### config.mk
export PLATFORM = sky130hd
export DESIGN_NAME = ts_sync_lock
export DESIGN_NICKNAME = d
export VERILOG_FILES = /design/src/rtl/ts_pkg.sv /design/src/rtl/ts_sync_lock.sv
export SDC_FILE = /design/constraint.sdc
export NUM_CORES = 1
export LEC_CHECK = 0
export CAP_MARGIN = 20
export CORE_ASPECT_RATIO = 1.4
export CORE_MARGIN = 3
export CORE_UTILIZATION = 56
export CTS_CLUSTER_DIAMETER = 150
export DETAILED_ROUTE_END_ITERATION = 12
export PLACE_DENSITY_LB_ADDON = 0.08
export SLEW_MARGIN = 20
export SYNTH_ARGS = -nofsm -noshare
export SYNTH_HDL_FRONTEND = slang
export SYNTH_SLANG_ARGS = --single-unit
### constraint.sdc
create_clock -name clk -period 5.75 [get_ports clk]
set_input_delay 1.15 -clock clk [delete_from_list [all_inputs] [get_ports clk]]
set_output_delay 1.15 -clock clk [all_outputs]
set_load 0.03 [all_outputs]
### src/rtl/ts_pkg.sv
// Shared constants and state encoding for the TS sync acquisition path.
package ts_pkg;

    localparam int unsigned TS_PKT_LEN   = 188;
    localparam logic [7:0]  TS_SYNC_BYTE = 8'h47;

    typedef enum logic [1:0] {
        HUNT   = 2'd0,
        VERIFY = 2'd1,
        LOCK   = 2'd2
    } ts_state_e;

endpackage

### src/rtl/ts_sync_lock.sv
// Finds TS packet alignment in a raw byte stream by locating repeated sync bytes,
// then re-emits the stream with a head-of-packet strobe once alignment is confirmed.
module ts_sync_lock
    import ts_pkg::*;
#(
    parameter int unsigned PKT_LEN      = TS_PKT_LEN,
    parameter logic [7:0]  SYNC_BYTE    = TS_SYNC_BYTE,
    parameter int unsigned LOCK_COUNT   = 3,
    parameter int unsigned UNLOCK_COUNT = 3
) (
    input  logic        clk,
    input  logic        rst,
    input  logic        in_valid,
    input  logic [7:0]  in_data,
    output logic        ts_valid,
    output logic        ts_sync,
    output logic [7:0]  ts_data,
    output logic        locked,
    output logic [31:0] pkt_cnt,
    output logic [15:0] sync_err_cnt
);

    localparam int unsigned POS_W  = $clog2(PKT_LEN);
    localparam int unsigned GOOD_W = $clog2(LOCK_COUNT + 1);
    localparam int unsigned BAD_W  = $clog2(UNLOCK_COUNT + 1);

    localparam logic [POS_W-1:0]  POS_LAST   = POS_W'(PKT_LEN - 1);
    localparam logic [GOOD_W-1:0] GOOD_LOCK  = GOOD_W'(LOCK_COUNT);
    localparam logic [BAD_W-1:0]  BAD_UNLOCK = BAD_W'(UNLOCK_COUNT);

    ts_state_e         state_q, state_d;
    logic [POS_W-1:0]  pos_q, pos_d;
    logic [GOOD_W-1:0] good_q, good_d;
    logic [BAD_W-1:0]  bad_q, bad_d;
    logic              ts_valid_q, ts_valid_d;
    logic              ts_sync_q, ts_sync_d;
    logic [7:0]        ts_data_q, ts_data_d;
    logic              locked_q, locked_d;
    logic [31:0]       pkt_cnt_q, pkt_cnt_d;
    logic [15:0]       sync_err_q, sync_err_d;

    logic              is_sync;
    logic              at_head;
    logic              emit;
    logic              emit_head;
    logic [POS_W-1:0]  pos_inc;
    logic [GOOD_W-1:0] good_inc;
    logic [BAD_W-1:0]  bad_inc;

    always_ff @(posedge clk or posedge rst) begin
        if (rst) begin
            state_q    <= HUNT;
            pos_q      <= '0;
            good_q     <= '0;
            bad_q      <= '0;
            ts_valid_q <= 1'b0;
            ts_sync_q  <= 1'b0;
            ts_data_q  <= 8'd0;
            locked_q   <= 1'b0;
            pkt_cnt_q  <= 32'd0;
            sync_err_q <= 16'd0;
        end else begin
            state_q    <= state_d;
            pos_q      <= pos_d;
            good_q     <= good_d;
            bad_q      <= bad_d;
            ts_valid_q <= ts_valid_d;
            ts_sync_q  <= ts_sync_d;
            ts_data_q  <= ts_data_d;
            locked_q   <= locked_d;
            pkt_cnt_q  <= pkt_cnt_d;
            sync_err_q <= sync_err_d;
        end
    end

    always_comb begin
        state_d    = state_q;
        pos_d      = pos_q;
        good_d     = good_q;
        bad_d      = bad_q;
        sync_err_d = sync_err_q;
        emit       = 1'b0;
        emit_head  = 1'b0;

        is_sync  = (in_data == SYNC_BYTE);
        at_head  = (pos_q == '0);
        pos_inc  = (pos_q == POS_LAST) ? '0 : pos_q + POS_W'(1);
        good_inc = good_q + GOOD_W'(1);
        bad_inc  = bad_q + BAD_W'(1);

        if (in_valid) begin
            unique case (state_q)
                HUNT: begin
                    if (is_sync) begin
                        pos_d  = POS_W'(1);
                        good_d = GOOD_W'(1);
                        if (LOCK_COUNT == 32'd1) begin
                            state_d   = LOCK;
                            bad_d     = '0;
                            emit      = 1'b1;
                            emit_head = 1'b1;
                        end else begin
                            state_d = VERIFY;
                        end
                    end
                end
                VERIFY: begin
                    pos_d = pos_inc;
                    if (at_head) begin
                        // A non-sync byte at the expected head can never start a new hunt.
                        if (is_sync) begin
                            good_d = good_inc;
                            if (good_inc == GOOD_LOCK) begin
                                state_d   = LOCK;
                                bad_d     = '0;
                                emit      = 1'b1;
                                emit_head = 1'b1;
                            end
                        end else begin
                            state_d = HUNT;
                        end
                    end
                end
                LOCK: begin
                    pos_d     = pos_inc;
                    emit      = 1'b1;
                    emit_head = at_head;
                    if (at_head) begin
                        if (is_sync) begin
                            bad_d = '0;
                        end else begin
                            // Flywheel: keep framing through isolated misses.
                            bad_d      = bad_inc;
                            sync_err_d = (sync_err_q == 16'hFFFF) ? sync_err_q
                                                                  : sync_err_q + 16'd1;
                            if (bad_inc == BAD_UNLOCK) begin
                                state_d   = HUNT;
                                emit      = 1'b0;
                                emit_head = 1'b0;
                            end
                        end
                    end
                end
                default: state_d = HUNT;
            endcase
        end

        ts_valid_d = emit;
        ts_sync_d  = emit_head;
        ts_data_d  = emit ? in_data : ts_data_q;
        pkt_cnt_d  = emit_head ? pkt_cnt_q + 32'd1 : pkt_cnt_q;
        locked_d   = (state_d == LOCK);
    end

    assign ts_valid     = ts_valid_q;
    assign ts_sync      = ts_sync_q;
    assign ts_data      = ts_data_q;
    assign locked       = locked_q;
    assign pkt_cnt      = pkt_cnt_q;
    assign sync_err_cnt = sync_err_q;

endmodule

# Word level (Yosys, flattened, before mapping)
# Cells that the tools add are included.
totals:
  register_bits: 73
  word_cells: 73
  output_inout_bits: 59
  input_bits: 11
classes:
  eq_ne: 13
  n_addsub: 5
  n_bitwise: 2
  n_mux: 33
  reduce_logical: 10
ops:
  columns: ["cell", "count"]
  rows:
  - ["adder 32 x 1 -> 32 bit (second input constant)", 1]
  - ["two-way mux 2 bit", 16]
  - ["adder 16 x 1 -> 16 bit (second input constant)", 1]
  - ["equality test 16 bit (second input constant)", 1]
  - ["two-way mux 8 bit", 2]
  - ["one-hot mux 8 bit (2 select lines)", 1]
  - ["!= test 2 bit (second input constant)", 5]
  - ["AND reduction 5 bit", 2]
  - ["two-way mux 1 bit", 9]
  - ["adder 8 x 1 -> 8 bit (second input constant)", 1]
  - ["equality test 2 bit (second input constant)", 4]
  - ["equality test 8 x 7 -> 1 bit (second input constant)", 1]
  - ["equality test 8 bit (second input constant)", 1]
  - ["zero test 8 bit", 1]
  - ["one-hot mux 2 bit (2 select lines)", 2]
  - ["one-hot mux 2 bit (3 select lines)", 1]
  - ["AND reduction 6 bit", 1]
  - ["nonzero test 2 bit", 3]
  - ["adder 2 x 1 -> 2 bit (second input constant)", 2]
  - ["one-hot mux 1 bit (2 select lines)", 2]
  - ["AND reduction 3 bit", 1]
  - ["equality test 2 x 1 -> 1 bit (second input constant)", 1]
  - ["zero test 2 bit", 1]
  - ["NOT 1 bit", 2]
  - ["OR reduction 2 bit", 1]

# Depth between registers and ports, before layout
# Gate-level depths: netlist of the first run.
depth:
  word_depth: 8
  depth_mapped: 11
  mapped_depth_nobuf: 8

# Worst setup path after synthesis of the first run
# Ideal clock, no wire load.
synth_timing:
  path_kind: "input -> register"
  start: "input in_data[4]"
  end: "register pkt_cnt_q[4], in the netlist pkt_cnt[4]"
  setup_time_ps: 135
  path_slack_ps: 2890
  path_buffers: 2
  t_arrival_ps: 2726
  t_required_ps: 5615
  stages: 8
  cell_sequence: "nand4bb_4 > o31a_1 > or4_1 > buf_2 > inv_2 > buf_6 > nand3_1 > xnor2_1"
synth_between:
  elab_chain_cells: 5
  elab_cells_between_ends: 7
  cone_classes: "eq/ne (1); mux (6)"
synth_rtl:
  columns: ["element", "line", "source"]
  rows:
  - ["start, declared", "ts_sync_lock.sv:14", "input logic [7:0] in_data,"]
  - ["equality test 8 x 7 -> 1 bit (*)", "ts_sync_lock.sv:85", "is_sync = (in_data == SYNC_BYTE);"]
  - ["two-way mux 1 bit, on equally long branches", "ts_sync_lock.sv:129, ts_sync_lock.sv:111", null]
  - ["two-way mux 1 bit, on equally long branches", "ts_sync_lock.sv:128, ts_sync_lock.sv:109", null]
  - ["one-hot mux 1 bit (2 select lines) (*)", "ts_sync_lock.sv:92", "unique case (state_q)"]
  - ["two-way mux 1 bit (*)", "ts_sync_lock.sv:91", "if (in_valid) begin"]
  - ["named net emit_head", "ts_sync_lock.sv:45", "logic emit_head;"]
  - ["end signal, assigned", "ts_sync_lock.sv:71", "pkt_cnt_q <= pkt_cnt_d;"]
  - ["end, declared", "ts_sync_lock.sv:39", "logic [31:0] pkt_cnt_q, pkt_cnt_d;"]
# The timed path passes the listed nets; every way through them passes the cells marked *.
# A chain may end at the register's enable or synchronous reset.

# Worst setup path in the final report of the first run
layout_timing:
  start: "input in_data[1]"
  end: "register pkt_cnt_q[12], in the netlist pkt_cnt[12]"
layout_between:
  elab_chain_cells: 5
  elab_cells_between_ends: 7
  cone_classes: "eq/ne (1); mux (6)"
layout_rtl:
  columns: ["element", "line"]
  rows:
  - ["equality test 8 x 7 -> 1 bit (*)", "ts_sync_lock.sv:85"]
  - ["two-way mux 1 bit, on equally long branches", "ts_sync_lock.sv:129, ts_sync_lock.sv:111"]
  - ["two-way mux 1 bit, on equally long branches", "ts_sync_lock.sv:128, ts_sync_lock.sv:109"]
  - ["one-hot mux 1 bit (2 select lines) (*)", "ts_sync_lock.sv:92"]
  - ["two-way mux 1 bit (*)", "ts_sync_lock.sv:91"]
# Every way passes the cells marked *; elsewhere a longest branch is shown, timed or not.

==> summary.txt, run 1 <==
Worst setup path
  – Slowest stage cell, crit path: or4_1
  – Crit end category: register
  – Max incr delay on CP: 0.61 ns
  – Critical path fanouts, max: 15
  – Startpoint types: input port
  – WP data required: 5.98 ns
  – Worst-path cell chain: clkdlybuf4s50_1 > nor4bb_1 > a21boi_1 > or4_1 > inv_2 > nand4_1 > xnor2_1
  – Crit path arrival time: 3.54 ns
  – Kind of critical path: in -> reg

Timing
  – RSZ-0062 raised after global routing: no
  – Final hold slack: 0.474 ns
  – Worst-Margin Slew: 0.830 ns
  – Period minus WS final: 3.31 ns
  – Setup TNS: 0 ns
  – Period Utilization, post-route: 57.6%
  – Slew HR: 44.7%
  – Final setup viols: 0
  – Max-slew violations: 0
  – FMAX: 302 MHz
  – Layout Skew: 0.00852 ns
  – Hold Fails Final Rpt: 0

Clock network
  – Root buffer cell: clkbuf_8
  – Setup bufs post-CTS: 0
  – Num CTS Buffers: 9
  – Hold-fix buffers, CTS: 0
  – Clk Latency, worst-skew pair: 0.35 ns
  – Clock Sinks: 73
  – Clock-pin slew on the worst setup and hold paths: 0.07 ns
  – Clock tree buffer depth: 2
  – Htree depth: 3
  – TritonCTS clock tree: yes
  – Post_cts resized: 0

Drt
  – Vias per cell: 5.75
  – Post-Route WL: 7.41 mm
  – Wl on met1: 3.13 mm
  – Post-route ant nets: 0
  – DR top layer: met4
  – DR vias: 2722
  – Met2 wire length: 3.88 mm
  – WL met3: 246 microns
  – DRC: 0
  – DR iter-0 viols: 104
  – DRT Pass-1 Iters: 4
  – Post-DR wirelength/cell: 15.7 microns

Synthesis
  – Synth top area share: 50.6%
  – Post-Syn Nets: 346
  – Post-Syn Area: 3610 sq um
  – Count leader, synth: dfrtp_1
  – Post-synthesis sequential area ratio: 50.6%
  – Synth Area per Inst: 11.1 sq um
  – Post-synthesis register bit count: 73
  – Async SR Flop Fraction: 100%
  – Syn Inst Count: 325
  – Yosys top cell by area: dfrtp_1
  – Post-synth top cells: dfrtp_1 (73), xnor2_1 (30), nand2_1 (24)
  – Yosys warns: 0
  – Top post-synthesis cells by area: dfrtp_1 (51%), xnor2_1 (7.3%), xor2_1 (5.3%), nand4_1 (3.6%), ha_1 (3.5%)
  – Most used DFF post-synth: dfrtp_1
  – EDFF count, synth: 0
  – Post-synth cell types: 48

GRT
  – Tot GR Track Use: 22.0%
  – Largest net degree at the start of global routing: 42
  – Vias in the first global route: 2849
  – Antenna violations before repair: 0
  – First-pass GRT wire length: 12.8 mm
  – Grt ovf: 0

Die
  – # IOs: 70
  – Die Y-Extent: 101 microns
  – Die width: 73.8 microns
  – Starting Density: 58.1%
  – Die area: 7450 sq um
  – Num rows: 34
  – Core area: 6210 sq um

Run status
  – Status: finished, final reports clean

Layout
  – Antenna Cells: 0
  – Final Cell Area: 4500 sq um
  – Layout Area Growth over Synthesis: 24.7%
  – Nets@finish: 419
  – Core Util, Final: 72.4%
  – Layout cells sized above 1: 8.73%

Job
  – Max cap viols: 0

Power
  – Pleak: 0.00202 uW
  – Overall power: 896 uW
  – Maximum VDD drop: 194 uV
  – Pwr Density: 199 nW/um^2

Place
  – DP Area: 4350 sq um
  – GPL Wtd Cong: 0.890
  – Hpwl dp: 5.37 mm
  – IO buf count: 69

Worst hold path
  – Worst Hold Class: reg -> reg
-- state kept, by name, indices dropped and copies added (netlist names) --
| name | flops |
|---|---|
| bad_q | 2 |
| good_q | 2 |
| locked | 1 |
| pkt_cnt | 32 |
| pos_q | 8 |
| state_q | 2 |
| sync_err_cnt | 16 |
| ts_data | 8 |
| ts_sync | 1 |
| ts_valid | 1 |
-- per-stage QoR --
step | setup WS [ns] | std cells
floorplan | 2.75 | 325
global placement | 2.18 | 459
detailed placement | 2.07 | 459
CTS | 2.43 | 473
global route | 2.20 | 473
finish | 2.44 | 473
-- cell usage in the layout, fill, tap and decap left out, drive strengths merged, types with 3 or more instances in the layout --
cell type,Yosys,layout
clkbuf,3,10
nand3,19,19
clkdlybuf4s50,0,69
ha,10,10
nand2,24,24
and3,9,9
dfrtp,73,73
nor4,6,6
xor2,22,22
o21ai,8,8
xnor2,30,30
and4,7,7
nor2,14,14
inv,16,16
mux2,9,9
a31oi,3,3
clkinv,0,3
a21oi,3,3
or4,3,3
nand4,21,21
nor4b,3,3
and2,4,4
nor3,11,11
-- final timing paths --
| kind | start | to | slack [ns] | cells past startpoint |
|---|---|---|---|---|
| worst min-delay path | pkt_cnt[31] | pkt_cnt[31] | 0.47 | 1 |
| min in group asynchronous | rst | ts_valid | 1.22 | 2 |
| worst min register to register | pkt_cnt[31] | pkt_cnt[31] | 0.47 | 1 |
| worst max register to register | state_q[1] | pkt_cnt[12] | 3.09 | 8 |
| worst max-delay path | in_data[1] | pkt_cnt[12] | 2.44 | 7 |
| max in group asynchronous | rst | pkt_cnt[19] | 3.54 | 3 |
-- power by group --
part | internal (uW) | leakage [uW] | switching (uW)
registers | 517 | 0.000989 | 5.09
clock network | 149 | 0.0000778 | 177
logic | 17.5 | 0.000955 | 29.5
-- worst max-delay path, delay by kind of cell --
kind | cells | cell delay, ns
buf+inv | 2 | 0.76
compound gates | 1 | 0.21
xor+xnor | 1 | 0.16
simple gates | 3 | 1.26
-- layout make-up --
cell class	count	area, sq um
fillers	480	1710
repair buffers	70	698
clock buffers	10	128
multi-input cells	228	1670
inverters	16	60.1
flip-flops and latches	73	1830
well taps	72	90.1
clock inverters	4	22.5
-- metal layers --
metal  vias up  GRT usage [%]
met1      1354           26.3
met4         0           10.9
met2        50           37.6
met3        14           3.49
met5         -              0
li1       1304              -
-- logic make-up after synthesis --
group / after synthesis / synth area share [%]
buffers and inverters: 24 / 3.02
multiplexers: 10 / 3.09
AND/OR/NAND/NOR: 128 / 21.4
flip-flops: 73 / 50.6
adder cells (fa/ha/maj): 10 / 3.47
XOR/XNOR: 52 / 12.6
AO/OA/AOI/OAI: 28 / 5.79
Power figures use the tool's default switching activity.
==> run 2: changes to the inputs <==
--- a/config.mk
+++ b/config.mk
@@ -8,7 +8,7 @@
 export CAP_MARGIN = 20
 export CORE_ASPECT_RATIO = 1.4
 export CORE_MARGIN = 3
-export CORE_UTILIZATION = 56
+export CORE_UTILIZATION = 47
 export CTS_CLUSTER_DIAMETER = 150
 export DETAILED_ROUTE_END_ITERATION = 12
 export PLACE_DENSITY_LB_ADDON = 0.08
==> constraint.sdc (replaced) <==
create_clock -name clk -period 3 [get_ports clk]
set_input_delay 0.6 -clock clk [delete_from_list [all_inputs] [get_ports clk]]
set_output_delay 0.6 -clock clk [all_outputs]
set_load 0.03 [all_outputs]
==> run 2 against run 1 <==
Global-route usage is 3.7 points lower; via count is 0.37% lower; die area is 18% higher; first-iteration DRC count is 7.7% higher; sequential power is 92% higher; cell area is 4.7% higher; flip-flop and latch count stayed put; critical path depth stayed put; critical endpoint is now sync_err_cnt[15].
==> summary.txt, run 2 (synthesis results as in run 1) <==
Layout
  – Layout cells sized above 1: 11.4%
  – Antenna Cells: 0
  – Max reg flops: 32
  – Nets@finish: 428
  – Post-layout instance count excluding filler cells: 509
  – Layout Area Growth over Synthesis: 30.5%
  – Most frequent cells in the layout: dfrtp_1 (73), clkdlybuf4s50_1 (69), xnor2_1 (30)
  – Most common cell after layout, fill and taps aside: dfrtp_1

Die
  – Die area: 8780 sq um
  – Die width: 80.0 microns
  – Num rows: 37
  – Starting Density: 48.7%
  – # IOs: 70
  – Die Y-Extent: 110 microns
  – Core area: 7410 sq um

Timing
  – Layout Skew: 0.00863 ns
  – Final setup viols: 0
  – FMAX: 378 MHz
  – Period minus WS final: 2.65 ns
  – Worst-Margin Slew: 0.891 ns
  – Max-slew violations: 0
  – Final setup margin: 0.352 ns
  – Setup TNS: 0 ns
  – Period Utilization, post-route: 88.3%
  – Hold Fails Final Rpt: 0
  – Slew HR: 40.6%
  – RSZ-0062 raised after global routing: no
  – Final hold slack: 0.478 ns

GRT
  – Largest net degree at the start of global routing: 74
  – Grt ovf: 0
  – Vias in the first global route: 2697
  – Antenna violations before repair: 0
  – First-pass GRT wire length: 12.6 mm
  – Tot GR Track Use: 18.3%

Worst setup path
  – Worst setup path end: sync_err_cnt[15]
  – Slowest stage cell, crit path: a2111oi_4
  – CP delay by family, top: simple AND/OR/NAND/NOR gates
  – Critical path fanouts, max: 16
  – Worst Setup SP: pos_q[0]
  – Reg2reg end: sync_err_cnt[15]
  – CP bufs+invs: 1
  – Critical path depth: 7
  – Max incr delay on CP: 0.82 ns
  – Crit end category: register
  – Startpoint types: register
  – Kind of critical path: reg -> reg
  – Crit path arrival time: 2.91 ns
  – RR Startpoint: pos_q[0]
  – R2R cell count: 7
  – R2R setup slack: 0.35 ns
  – Worst-path cell chain: inv_1 > ha_1 > nor4b_2 > nand3_1 > a2111oi_4 > nor4b_1 > xor2_1
  – WP data required: 3.27 ns

Power
  – Clock power share: 46.7%
  – Overall power: 2050 uW
  – Psw: 442 uW
  – Switch share: 21.6%
  – Pleak: 0.00212 uW
  – Part of the power in registers: 48.8%
  – Maximum VDD drop: 439 uV
  – Pwr Density: 435 nW/um^2
  – Combinational power share: 4.5%
  – Internal power: 1610 uW

Place
  – Placement Setup Slack: -0.00965 ns
  – Hpwl dp: 5.41 mm
  – GPL Wtd Cong: 0.769
  – # placed instances: 493
  – IO buf count: 69

Clock network
  – Setup bufs post-CTS: 0
  – Root buffer cell: clkbuf_8
  – Htree depth: 3
  – Hold-fix buffers, CTS: 0
  – TritonCTS clock tree: yes
  – Num CTS Buffers: 9
  – Clk Latency, worst-skew pair: 0.34 ns
  – Clock Sinks: 73
  – Clock tree buffer depth: 2
  – Post_cts resized: 0
  – Clock-pin slew on the worst setup and hold paths: 0.08 ns

Drt
  – Post-DR wirelength/cell: 14.6 microns
  – DR iter-0 viols: 112
  – DR top layer: met4
  – DRT Pass-1 Iters: 4
  – Met2 wire length: 3.87 mm
  – DR vias: 2712
  – Wl on met1: 3.10 mm
  – Vias per cell: 5.33
  – Post-Route WL: 7.41 mm
  – DRC: 0
  – Post-route ant nets: 0
  – WL met3: 296 microns

Job
  – Max cap viols: 0

Worst hold path
  – Worst Hold Class: reg -> reg

Run status
  – Status: finished, final reports clean
## run 2: changes by cell type in the layout (fill, tap and decap cells not counted), moves of 2 or more
cell       delta
bufinv_16     +3
clkinv_2      -2
inv_6         +2
buf_4         +8
## run 2: power by group through the flow
stage / Clock (uW) / Sequential [uW] / Combinational [uW]
finish: 956 / 1000 / 91.9
detailed placement: 0 / 1020 / 94.8
global route: 1030 / 1000 / 106
CTS: 974 / 1000 / 94.8
global placement: 0 / 1020 / 92.4
floorplan: 0 / 1020 / 56.4
## run 2: worst min-delay path by stage
stage	start	end	slack [ns]	cells past startpoint
CTS	pkt_cnt[31]	pkt_cnt[31]	0.48	1
global route	pkt_cnt[31]	pkt_cnt[31]	0.49	1
floorplan	bad_q[0]	bad_q[0]	0.45	1
global placement	pkt_cnt[31]	pkt_cnt[31]	0.46	1
detailed placement	pkt_cnt[31]	pkt_cnt[31]	0.47	1
finish	pkt_cnt[31]	pkt_cnt[31]	0.48	1
## run 2: cell type report
class | instances | area, sq um
Clock inverter | 6 | 113
Fill cell | 607 | 2700
Inverter | 16 | 60.1
Sequential cell | 73 | 1830
Tap cell | 97 | 121
Clock buffer | 10 | 138
Timing Repair Buffer | 79 | 778
Multi-Input combinational cell | 228 | 1670
## run 2: routing by layer
layer | up-vias | GRT usage [%]
li1 | 1320 | -
met5 | - | 0
met3 | 10 | 3.93
met1 | 1321 | 21.5
met2 | 61 | 32.3
met4 | 0 | 7.37
## run 2: per-stage QoR
step	instance area (sq um)	utilization, %
after CTS	4710	63.6
after global routing	4710	63.6
after floorplan	3610	-
final	4710	63.6
after detailed placement	4460	60.2
after global placement	4460	60.2
==> run 3: changes to the inputs <==
--- a/config.mk
+++ b/config.mk
@@ -7,7 +7,7 @@
 export LEC_CHECK = 0
 export CAP_MARGIN = 20
 export CORE_ASPECT_RATIO = 1.4
-export CORE_MARGIN = 3
+export CORE_MARGIN = 4
 export CORE_UTILIZATION = 47
 export CTS_CLUSTER_DIAMETER = 150
 export DETAILED_ROUTE_END_ITERATION = 12
==> run 3 against run 2 <==
Clock-buffer cell count increased by 3; register-to-register slack improved by 0.04 ns; maximum frequency increased by 1.4%; sequential share of layout area increased by 0.68 points; non-clock buffer count decreased by 1; die area increased by 4.4%; clock power decreased by 21%; critical path depth decreased by 1; cell count decreased by 0.20%; global-route usage about the same; largest cell class unchanged; largest power group unchanged.
==> summary.txt, run 3 (synthesis results as in run 1) <==
Run status
  – Status: finished, final reports clean

GRT
  – Busiest metal layer after global routing: met2
  – Vias in the first global route: 2661
  – Met1 global-route usage: 22.9%
  – Antenna violations before repair: 0
  – Largest net degree at the start of global routing: 31
  – First-pass GRT wire length: 13.0 mm
  – Met3 Usage GRT: 4.69%
  – GRT met2 Usage: 30.1%
  – Tot GR Track Use: 18.4%
  – Grt ovf: 0

Clock network
  – Clock Sinks: 73
  – Root buffer cell: clkbuf_8
  – Num CTS Buffers: 9
  – Setup bufs post-CTS: 0
  – Clock tree buffer depth: 2
  – Htree depth: 3
  – Clk Latency, worst-skew pair: 0.35 ns
  – TritonCTS clock tree: yes
  – Clock-pin slew on the worst setup and hold paths: 0.07 ns

Timing
  – Worst-Margin Slew: 0.858 ns
  – Hold Fails Final Rpt: 0
  – Slew HR: 42.8%
  – Setup TNS: 0 ns
  – Period Utilization, post-route: 87.0%
  – Final setup viols: 0
  – Period minus WS final: 2.61 ns
  – RSZ-0062 raised after global routing: no
  – FMAX: 383 MHz
  – Max-slew violations: 0
  – Final setup margin: 0.389 ns
  – Layout Skew: 0.00727 ns

Worst setup path
  – Startpoint types: register
  – RR Startpoint: sync_err_cnt[0]
  – Reg2reg end: sync_err_cnt[13]
  – Worst Setup SP: sync_err_cnt[0]
  – Crit end category: register
  – R2R setup slack: 0.39 ns
  – Worst setup path end: sync_err_cnt[13]
  – WP data required: 3.28 ns
  – R2R cell count: 6
  – Critical path fanouts, max: 16
  – Kind of critical path: reg -> reg
  – Crit path arrival time: 2.89 ns

Die
  – Core area: 7410 sq um
  – Num rows: 37
  – Starting Density: 48.7%
  – # IOs: 70
  – Die area: 9160 sq um
  – Die Y-Extent: 112 microns
  – Die width: 82.0 microns

Place
  – Hpwl dp: 5.63 mm
  – IO buf count: 69
  – GPL Wtd Cong: 0.787
  – # placed instances: 492
  – Placement Setup Slack: 0.0352 ns

Layout
  – Antenna Cells: 0
  – Fill cell count: 644
  – Sequential cell area: 1830 sq um
  – Max reg flops: 32
  – Post-layout instance count excluding filler cells: 508
  – Footprint of the multi-input gates: 1670 sq um
  – Most common cell after layout, fill and taps aside: dfrtp_1
  – Layout cells sized above 1: 10.5%
  – Layout Area Growth over Synthesis: 28.3%
  – Nets@finish: 427
  – Most frequent cells in the layout: dfrtp_1 (73), clkdlybuf4s50_1 (69), xnor2_1 (30)

Power
  – Maximum VDD drop: 322 uV
  – Pleak: 0.00208 uW
  – Pwr Density: 400 nW/um^2

Drt
  – Post-route ant nets: 0
  – DRT Pass-1 Iters: 4
  – DR iter-0 viols: 110
  – Post-Route WL: 7.49 mm
  – Post-DR wirelength/cell: 14.7 microns
  – DR vias: 2730
  – DRC: 0
  – Vias per cell: 5.37

Worst hold path
  – Worst Hold Class: reg -> reg

Job
  – Max cap viols: 0
## run 3: repair_timing
item / in CTS / in global routing
endpoints found under the hold margin: 0 / 0
endpoints found under the setup margin: 0 / 1
hold buffers: 0 / 0
gates resized for setup: 0 / 0
## run 3: worst min path at each step
stage,start,slack [ns],to,cells past startpoint
2_1_floorplan,bad_q[0],0.45,bad_q[0],1
3_3_place_gp,pkt_cnt[31],0.46,pkt_cnt[31],1
3_5_place_dp,pkt_cnt[31],0.46,pkt_cnt[31],1
4_1_cts,pkt_cnt[31],0.47,pkt_cnt[31],1
5_1_grt,pkt_cnt[31],0.50,pkt_cnt[31],1
6_report,pkt_cnt[31],0.47,pkt_cnt[31],1
## run 3: per-layer routing
metal  wire length, microns  vias up  part of all wire, %
met5                      0        -                    0
met3                    342       13                  4.6
met1                   3160     1336                   42
met4                    145        0                  1.9
li1                       -     1324                    -
met2                   3840       57                   51
## run 3: cell type report
cell class	count	area share (%)
Multi-Input combinational cell	228	36.1
Inverter	16	1.30
Sequential cell	73	39.5
Tap cell	97	2.62
Clock buffer	13	3.22
Timing Repair Buffer	78	16.4
Clock inverter	3	0.865
## run 3: worst max-delay path, stage by stage (launching register included)
cell and delay (ns):
dfrtp_1 0.45, ha_1 0.24, and3_1 0.22, and4_1 0.29, a2111oi_4 0.79, nor4b_1 0.39
xor2_1 0.17
## run 3: per-stage QoR
stage / cell area, sq um / total power, uW / utilization (%) / hold WS, ns
2_1_floorplan: 3610 / 1070 / - / 0.451
3_3_place_gp: 4440 / 1110 / 59.9 / 0.462
3_5_place_dp: 4440 / 1110 / 59.9 / 0.463
4_1_cts: 4630 / 1880 / 62.5 / 0.473
5_1_grt: 4630 / 1930 / 62.5 / 0.496
6_report: 4630 / 1850 / 62.5 / 0.471
## run 3: power by group
group | switching [uW] | total, uW | internal (uW)
sequential | 10.1 | 1000 | 991
clock | 354 | 759 | 405
combinational | 54.4 | 89.6 | 35.2
total | 418 | 1850 | 1430
